--- src/rtl/uart_rx_iobus_if.sv ---
// IOBUS-side bundle of the UART receiver: pop/clear strobes in,
// FIFO head, occupancy, status flags and interrupt out.
// With UART_RX_PARITY_EN defined the bundle also carries PAR_ERR.
interface uart_rx_iobus_if #(
  parameter int FIFO_DEPTH = 8
) ();
  localparam int CW = $clog2(FIFO_DEPTH) + 1;

  logic          RD_EN;
  logic          CLR_ERR;
  logic [7:0]    RD_DATA;
  logic          RX_VALID;
  logic [CW-1:0] COUNT;
  logic          OVERRUN;
  logic          FRAME_ERR;
  logic          INTR;
`ifdef UART_RX_PARITY_EN
  logic          PAR_ERR;
`endif

  // Bus side (wrapper mux / CPU read path)
  modport master (
    output RD_EN, CLR_ERR,
    input  RD_DATA, RX_VALID, COUNT, OVERRUN, FRAME_ERR, INTR
`ifdef UART_RX_PARITY_EN
    , input PAR_ERR
`endif
  );

  // Receiver side
  modport slave (
    input  RD_EN, CLR_ERR,
    output RD_DATA, RX_VALID, COUNT, OVERRUN, FRAME_ERR, INTR
`ifdef UART_RX_PARITY_EN
    , output PAR_ERR
`endif
  );
endinterface

--- src/rtl/uart_rx_iobus.sv ---
// UART receiver for the OTTER IOBUS read path.
// 16x oversampled 8N1 deserializer feeding a show-ahead FIFO, with sticky
// overrun/framing flags and a level interrupt that follows RX_VALID.
// Optional feature: define UART_RX_PARITY_EN for 8E1 framing and a sticky
// PAR_ERR flag; without it the receiver is plain 8N1.
module uart_rx_iobus #(
  parameter int CLK_FREQ   = 50000000,
  parameter int BAUD       = 115200,
  parameter int FIFO_DEPTH = 8
) (
  input  logic           CLK,
  input  logic           RST_N,
  input  logic           RX,
  uart_rx_iobus_if.slave bus
);

  // Rounded clocks per 16x tick
  localparam int DIV   = (CLK_FREQ + BAUD * 8) / (BAUD * 16);
  localparam int DIV_W = (DIV > 1) ? $clog2(DIV) : 1;
  localparam int AW    = $clog2(FIFO_DEPTH);
  localparam int CW    = AW + 1;

  typedef enum logic [2:0] {
    S_IDLE,
    S_START,
    S_DATA,
`ifdef UART_RX_PARITY_EN
    S_PARITY,
`endif
    S_STOP
  } state_e;

  // Synchronizer
  logic rx_meta_q, rx_sync_q;

  // Tick generator
  logic [DIV_W-1:0] div_cnt_q;
  logic             tick;
  logic             restart;

  // Receive FSM
  state_e     state_q, state_d;
  logic [3:0] tick_cnt_q, tick_cnt_d;
  logic [2:0] bit_cnt_q, bit_cnt_d;
  logic [7:0] shift_q, shift_d;
  logic       stop_bad_q, stop_bad_d;
  logic       push_q, push_d;
  logic       frame_set;
`ifdef UART_RX_PARITY_EN
  logic       par_bad_q, par_bad_d;
  logic       par_set;
  logic       par_err_q;
`endif

  // FIFO
  logic [7:0]    mem_q [FIFO_DEPTH];
  logic [AW-1:0] wr_ptr_q, rd_ptr_q;
  logic [CW-1:0] count_q, count_d;
  logic          empty, full, pop, wr_en, ovr_set;

  // Sticky flags
  logic overrun_q, frame_err_q;

  // Two-flop synchronizer; idles high so reset never looks like a start bit
  always_ff @(posedge CLK or negedge RST_N) begin
    if (!RST_N) begin
      rx_meta_q <= 1'b1;
      rx_sync_q <= 1'b1;
    end else begin
      rx_meta_q <= RX;
      rx_sync_q <= rx_meta_q;
    end
  end

  assign tick = (div_cnt_q == DIV_W'(DIV - 1));

  // Free-running 16x tick divider, realigned to each detected start edge
  always_ff @(posedge CLK or negedge RST_N) begin
    if (!RST_N) begin
      div_cnt_q <= '0;
    end else if (restart || tick) begin
      div_cnt_q <= '0;
    end else begin
      div_cnt_q <= div_cnt_q + DIV_W'(1);
    end
  end

  // FSM control registers
  always_ff @(posedge CLK or negedge RST_N) begin
    if (!RST_N) begin
      state_q    <= S_IDLE;
      tick_cnt_q <= '0;
      bit_cnt_q  <= '0;
      stop_bad_q <= 1'b0;
      push_q     <= 1'b0;
`ifdef UART_RX_PARITY_EN
      par_bad_q  <= 1'b0;
`endif
    end else begin
      state_q    <= state_d;
      tick_cnt_q <= tick_cnt_d;
      bit_cnt_q  <= bit_cnt_d;
      stop_bad_q <= stop_bad_d;
      push_q     <= push_d;
`ifdef UART_RX_PARITY_EN
      par_bad_q  <= par_bad_d;
`endif
    end
  end

  // Deserializer shift register (data only, no reset)
  always_ff @(posedge CLK) begin
    shift_q <= shift_d;
  end

  // Next-state logic: mid-bit sampling, LSB-first shifting, stop-bit check
  always_comb begin
    state_d    = state_q;
    tick_cnt_d = tick_cnt_q;
    bit_cnt_d  = bit_cnt_q;
    shift_d    = shift_q;
    stop_bad_d = stop_bad_q;
    push_d     = 1'b0;
    restart    = 1'b0;
    frame_set  = 1'b0;
`ifdef UART_RX_PARITY_EN
    par_bad_d  = par_bad_q;
    par_set    = 1'b0;
`endif
    case (state_q)
      S_IDLE: begin
        if (!rx_sync_q) begin
          state_d    = S_START;
          tick_cnt_d = '0;
          restart    = 1'b1;
        end
      end
      S_START: begin
        if (tick) begin
          if (tick_cnt_q == 4'd7) begin
            // Mid start bit: a high line here was only a glitch
            tick_cnt_d = '0;
            bit_cnt_d  = '0;
            state_d    = rx_sync_q ? S_IDLE : S_DATA;
          end else begin
            tick_cnt_d = tick_cnt_q + 4'd1;
          end
        end
      end
      S_DATA: begin
        if (tick) begin
          if (tick_cnt_q == 4'd15) begin
            tick_cnt_d = '0;
            shift_d    = {rx_sync_q, shift_q[7:1]};
            bit_cnt_d  = bit_cnt_q + 3'd1;
            if (bit_cnt_q == 3'd7) begin
`ifdef UART_RX_PARITY_EN
              state_d = S_PARITY;
`else
              state_d = S_STOP;
`endif
            end
          end else begin
            tick_cnt_d = tick_cnt_q + 4'd1;
          end
        end
      end
`ifdef UART_RX_PARITY_EN
      S_PARITY: begin
        if (tick) begin
          if (tick_cnt_q == 4'd15) begin
            // Even parity: data bits plus parity bit must XOR to zero
            tick_cnt_d = '0;
            par_bad_d  = ^{shift_q, rx_sync_q};
            par_set    = par_bad_d;
            state_d    = S_STOP;
          end else begin
            tick_cnt_d = tick_cnt_q + 4'd1;
          end
        end
      end
`endif
      S_STOP: begin
        if (stop_bad_q) begin
          // Broken frame: hold off until the line returns to idle
          if (rx_sync_q) begin
            stop_bad_d = 1'b0;
            state_d    = S_IDLE;
          end
        end else if (tick) begin
          if (tick_cnt_q == 4'd15) begin
            tick_cnt_d = '0;
            if (rx_sync_q) begin
`ifdef UART_RX_PARITY_EN
              push_d = !par_bad_q;
`else
              push_d = 1'b1;
`endif
              state_d = S_IDLE;
            end else begin
              frame_set  = 1'b1;
              stop_bad_d = 1'b1;
            end
          end else begin
            tick_cnt_d = tick_cnt_q + 4'd1;
          end
        end
      end
      default: state_d = S_IDLE;
    endcase
  end

  assign empty   = (count_q == '0);
  assign full    = (count_q == CW'(FIFO_DEPTH));
  assign pop     = bus.RD_EN && !empty;
  // A pop in the same cycle frees the slot, so a full FIFO still accepts
  assign wr_en   = push_q && (!full || pop);
  assign ovr_set = push_q && full && !pop;

  // Occupancy follows net push/pop
  always_comb begin
    count_d = count_q;
    if (wr_en && !pop) begin
      count_d = count_q + CW'(1);
    end else if (pop && !wr_en) begin
      count_d = count_q - CW'(1);
    end
  end

  // FIFO pointers and occupancy; pointers wrap at the power-of-two depth
  always_ff @(posedge CLK or negedge RST_N) begin
    if (!RST_N) begin
      wr_ptr_q <= '0;
      rd_ptr_q <= '0;
      count_q  <= '0;
    end else begin
      if (wr_en) wr_ptr_q <= wr_ptr_q + AW'(1);
      if (pop)   rd_ptr_q <= rd_ptr_q + AW'(1);
      count_q <= count_d;
    end
  end

  // FIFO storage (data only, no reset)
  always_ff @(posedge CLK) begin
    if (wr_en) mem_q[wr_ptr_q] <= shift_q;
  end

  // Sticky error flags; a set event beats a simultaneous clear
  always_ff @(posedge CLK or negedge RST_N) begin
    if (!RST_N) begin
      overrun_q   <= 1'b0;
      frame_err_q <= 1'b0;
`ifdef UART_RX_PARITY_EN
      par_err_q   <= 1'b0;
`endif
    end else begin
      overrun_q   <= ovr_set   ? 1'b1 : (bus.CLR_ERR ? 1'b0 : overrun_q);
      frame_err_q <= frame_set ? 1'b1 : (bus.CLR_ERR ? 1'b0 : frame_err_q);
`ifdef UART_RX_PARITY_EN
      par_err_q   <= par_set   ? 1'b1 : (bus.CLR_ERR ? 1'b0 : par_err_q);
`endif
    end
  end

  assign bus.RD_DATA   = empty ? 8'h00 : mem_q[rd_ptr_q];
  assign bus.RX_VALID  = !empty;
  assign bus.INTR      = !empty;
  assign bus.COUNT     = count_q;
  assign bus.OVERRUN   = overrun_q;
  assign bus.FRAME_ERR = frame_err_q;
`ifdef UART_RX_PARITY_EN
  assign bus.PAR_ERR   = par_err_q;
`endif

endmodule

--- src/flat_wrapper.sv ---
// flat-port wrapper written by rule: the top's interface ports become plain ports
module uart_rx_iobus_flat 
#(
  parameter int CLK_FREQ   = 50000000,
  parameter int BAUD       = 115200,
  parameter int FIFO_DEPTH = 8
)
  (CLK, RST_N, RX, bus_RD_EN, bus_CLR_ERR, bus_RD_DATA, bus_RX_VALID, bus_COUNT, bus_OVERRUN, bus_FRAME_ERR, bus_INTR);
  uart_rx_iobus_if #(.FIFO_DEPTH(FIFO_DEPTH)) bus_i ();
  input  logic CLK;
  input  logic RST_N;
  input  logic RX;
  input wire logic [$bits(bus_i.RD_EN)-1:0] bus_RD_EN;
  input wire logic [$bits(bus_i.CLR_ERR)-1:0] bus_CLR_ERR;
  output wire logic [$bits(bus_i.RD_DATA)-1:0] bus_RD_DATA;
  output wire logic [$bits(bus_i.RX_VALID)-1:0] bus_RX_VALID;
  output wire logic [$bits(bus_i.COUNT)-1:0] bus_COUNT;
  output wire logic [$bits(bus_i.OVERRUN)-1:0] bus_OVERRUN;
  output wire logic [$bits(bus_i.FRAME_ERR)-1:0] bus_FRAME_ERR;
  output wire logic [$bits(bus_i.INTR)-1:0] bus_INTR;
  assign bus_i.RD_EN = bus_RD_EN;
  assign bus_i.CLR_ERR = bus_CLR_ERR;
  assign bus_RD_DATA = bus_i.RD_DATA;
  assign bus_RX_VALID = bus_i.RX_VALID;
  assign bus_COUNT = bus_i.COUNT;
  assign bus_OVERRUN = bus_i.OVERRUN;
  assign bus_FRAME_ERR = bus_i.FRAME_ERR;
  assign bus_INTR = bus_i.INTR;
  uart_rx_iobus #(.CLK_FREQ(CLK_FREQ), .BAUD(BAUD), .FIFO_DEPTH(FIFO_DEPTH)) u_core (.CLK(CLK), .RST_N(RST_N), .RX(RX), .bus(bus_i));
endmodule
--- config.mk ---
export PLATFORM = sky130hd
export DESIGN_NAME = uart_rx_iobus_flat
export DESIGN_NICKNAME = d
export VERILOG_FILES = /design/src/rtl/uart_rx_iobus_if.sv /design/src/rtl/uart_rx_iobus.sv /design/src/flat_wrapper.sv
export SDC_FILE = /design/constraint.sdc
export NUM_CORES = 1
export LEC_CHECK = 0
export CORE_UTILIZATION = 55
export CTS_BUF_LIST = sky130_fd_sc_hd__clkbuf_16
export CTS_CLUSTER_SIZE = 10
export DETAILED_ROUTE_END_ITERATION = 6
export PLACE_DENSITY = 0.74
export SLEW_MARGIN = 20
export SYNTH_ARGS = -nofsm -noshare
export SYNTH_HDL_FRONTEND = slang
export SYNTH_SLANG_ARGS = --single-unit
--- constraint.sdc ---
create_clock -name CLK -period 5.8 [get_ports CLK]
set_clock_uncertainty 0.15 [all_clocks]
set_input_delay 1.16 -clock CLK [delete_from_list [all_inputs] [get_ports CLK]]
set_output_delay 1.16 -clock CLK [all_outputs]
set_load 0.01 [all_outputs]
==> metrics.md <==
| Metric | Value |
|---|---|
| Worst EP arrival | 2.41 ns |
| CTS tree | built |
| Cts repair resizes | 0 |
| Rows | 31 |
| Max stage delay on crit path | 0.75 ns |
| Vias per inst | 5.71 |
| Initial antenna violation count | 0 |
| DRC | 0 |
| Antenna Cells | 0 |
| Share of cells above drive strength 1 | 16.8% |
| Reg-to-reg slack, setup | 2.85 ns |
| Detailed-placement wirelength estimate | 4.66 mm |
| Core footprint | 7410 um2 |
| Worst EP required | 4.49 ns |
| Via count | 2260 |
| Family with the most delay on the worst path | flip-flops |
| Final net count | 312 |
| Worst R2R Start | u_core.bus.COUNT[1] |
| Sequential fraction of the synthesis area | 67.6% |
| Syn_nets | 287 |
| CP Capture Type | output pin |
| Maximum clock path buffer count | 2 |
| Die area | 8200 um2 |
| Reg2Reg Depth | 11 |
| Hold-fix buffers at CTS | 0 |
| Hold Path Origin | u_core.rx_meta_q |
| DIE WIDTH | 90.6 um |
| Avg Inst Size Synth | 16.2 um2 |
| Syn-to-layout area delta | 13.5% |
| Die height | 90.6 um |
| Min Tclk post-route | 3.72 ns |
| First-pass GRT wire length | 12.3 mm |
| Fillers | 511 |
| Seq cells post-synth | 102 |
| Peak supply drop | 0.180 mV |
| Sink Count | 102 |
| Worst setup margin | 2.08 ns |
| Crit start category | flip-flop |
| # setup viols final | 0 |
| Min-Delay Endpoint | u_core.rx_sync_q |
| Slowest cell on crit path | dfrtp_2 |
| Setup repair bufs after CTS | 0 |
| Worst-path clk slew | 0.07 ns |
| Ports | 21 |
| Final worst path period share | 64.2% |
| Latest clock arrival within the worst-skew pair | 0.35 ns |
| Ys Warns | 0 |
| Initial Util | 58.2% |
| FFs w/ async S/R, synth | 29.4% |
| Post-Synthesis Cells | 267 |
| Overflow after GRT | 0 |
| Hold path depth | 0 |
| Pre-CTS setup slack | 2.02 ns |
| Gpl congestion | 0.813 |
| Final core occ | 66.1% |
| Leakage | 1.76 nW |
| Fin. Hold Viols | 0 |
| Crit path buf inv count | 1 |
| Placed cell areas | 4610 um2 |
| Vias in the first global route | 2308 |
| Worst slew pin tran | 0.886 ns |
| DRT iter0 DRCs | 91 |
| Slew headroom | 40.7% |
| Routed WL per cell | 18.4 um |
| Tot GR Track Use | 20.3% |
| DR pass1 iterations | 4 |
| EDFF count, synth | 72 |
| Outcome | finished, final reports clean |
| Post-Syn Area | 4310 um2 |
| Largest net degree at the start of global routing | 31 |
| Critical Path Fanout Max | 18 |
| CP Class | reg -> out |
| Cell Chain, Critical Path | mux4_2, mux2i_1, nor2_1, clkdlybuf4s50_1 |
| RSZ-0062 raised after global routing | no |
| CTS Buf Count | 9 |
| Hold crit path type | reg -> reg |
| Final wirelength | 7.29 mm |
| Max-cap viol count | 0 |
| H-tree depth | 3 |
| Library cells used by synthesis | 47 |
| TNS Setup | 0 ns |
| Post-route cell area | 4900 um2 |
| Ys flop type | edfxtp_1 |
| Max Fclk | 0.269 GHz |
| Clock root buffer | clkbuf_16 |
| Detail Route Antenna Nets | 0 |
| PortBufs | 20 |
| FF-to-FF End | u_core.bus.COUNT[3] |
| Pwr Density | 277 nW/um2 |
| Final-report max-slew violation count | 0 |
==> synth_stat cells (all sizes together) (2+ instances only) <==
cell type  number  area share [%]
edfxtp         72              50
xor2            4            0.81
o22ai           2            0.29
nand3b          2            0.35
mux2            4             1.0
nand3           6            0.81
a21oi           4            0.55
nor3            7            0.81
nand2          11            0.96
nand2b          6            0.87
a21o            2            0.35
mux4           16             8.4
nor2           26             2.3
a31oi           2            0.29
inv            11            0.96
nor4            2            0.64
mux2i           9             2.1
a21boi          2            0.35
dfrtp          28              16
dfstp           2             1.2
o21ai           6            0.70
a22o            2            0.41
xnor2           7             1.4
buf             7             1.0
ha             14             4.1
==> worst register-to-register path: stages, from the launching register on <==
cell	delay (ns)
dfrtp_1	0.47
nor4_4	0.68
inv_2	0.12
nand2_1	0.17
ha_1	0.21
inv_1	0.09
ha_1	0.28
a21o_1	0.18
a21oi_1	0.16
xnor2_1	0.13
nor2_1	0.06
xor2_1	0.14
==> stage by stage <==
step | hold WS, ns | total power, mW | cells
floorplan | 0.195 | 0.790 | 267
finish | 0.207 | 1.36 | 396
CTS | 0.208 | 1.37 | 396
global placement | 0.196 | 0.798 | 380
detailed placement | 0.198 | 0.798 | 380
global route | 0.214 | 1.40 | 396
==> placed cells by master, fill, tap and decap left out, types with 5 or more instances in the layout <==
master / instances
edfxtp_1: 72
dfrtp_1: 27
nor2_1: 26
clkdlybuf4s50_1: 20
mux4_2: 16
ha_1: 14
nand2_1: 11
inv_1: 10
mux2i_1: 9
clkbuf_16: 9
xnor2_1: 7
nor3_1: 6
nand2b_1: 6
nand3_1: 5
==> state kept, by name, indices dropped and copies added (netlist names) <==
| signal | flops |
|---|---|
| u_core.state_q | 2 |
| u_core.bus.OVERRUN | 1 |
| u_core.rx_sync_q | 1 |
| u_core.rd_ptr_q | 3 |
| u_core.bus.FRAME_ERR | 1 |
| u_core.wr_ptr_q | 3 |
| u_core.shift_q | 8 |
| u_core.bit_cnt_q | 3 |
| u_core.stop_bad_q | 1 |
| u_core.bus.COUNT | 4 |
| u_core.push_q | 1 |
| u_core.tick_cnt_q | 4 |
| u_core.mem_q | 64 |
| u_core.div_cnt_q | 5 |
| u_core.rx_meta_q | 1 |
==> cells by family after synthesis <==
group,after synthesis,share of synthesized area (%)
AO/OA/AOI/OAI,27,4.35
adder cells (fa/ha/maj),15,4.52
flip-flops,102,67.6
XOR/XNOR,11,2.23
buffers and inverters,19,2.09
AND/OR/NAND/NOR,64,7.74
multiplexers,29,11.5
==> metal layers <==
metal  up-vias  GRT usage (%)  wire length, um
met5         -              0                0
li1       1061              -                -
met3         4           3.20              301
met4         0           9.14               59
met2        45           32.3             3770
met1      1150           27.9             3150
==> worst max path at each step <==
stage | from | end | slack (ns) | cells after the start
4_1_cts | u_core.rd_ptr_q[0] | bus_RD_DATA[2] | 1.64 | 4
6_report | u_core.rd_ptr_q[0] | bus_RD_DATA[2] | 2.08 | 4
3_5_place_dp | u_core.rd_ptr_q[0] | bus_RD_DATA[2] | 2.02 | 4
3_3_place_gp | u_core.rd_ptr_q[0] | bus_RD_DATA[5] | 2.01 | 4
5_1_grt | u_core.rd_ptr_q[0] | bus_RD_DATA[5] | 1.92 | 4
2_1_floorplan | bus_RD_EN | u_core.bus.COUNT[3] | 2.74 | 11
==> final cells by class <==
type	count	area, um2	area share (%)
repair buffers	22	215	4.39
multi-input cells	146	1310	26.8
clock buffers	9	225	4.60
flip-flops and latches	102	2920	59.5
inverters	11	41.3	0.843
clock inverters	7	62.6	1.28
well taps	99	124	2.53
==> where the power goes <==
part	total, mW	switching [mW]	leakage (nW)	internal, mW
registers	0.774	0.000674	1.03	0.773
clock network	0.577	0.276	0.144	0.301
logic	0.00807	0.00500	0.585	0.00307
Note: power is estimated with default switching activity, not from simulation.
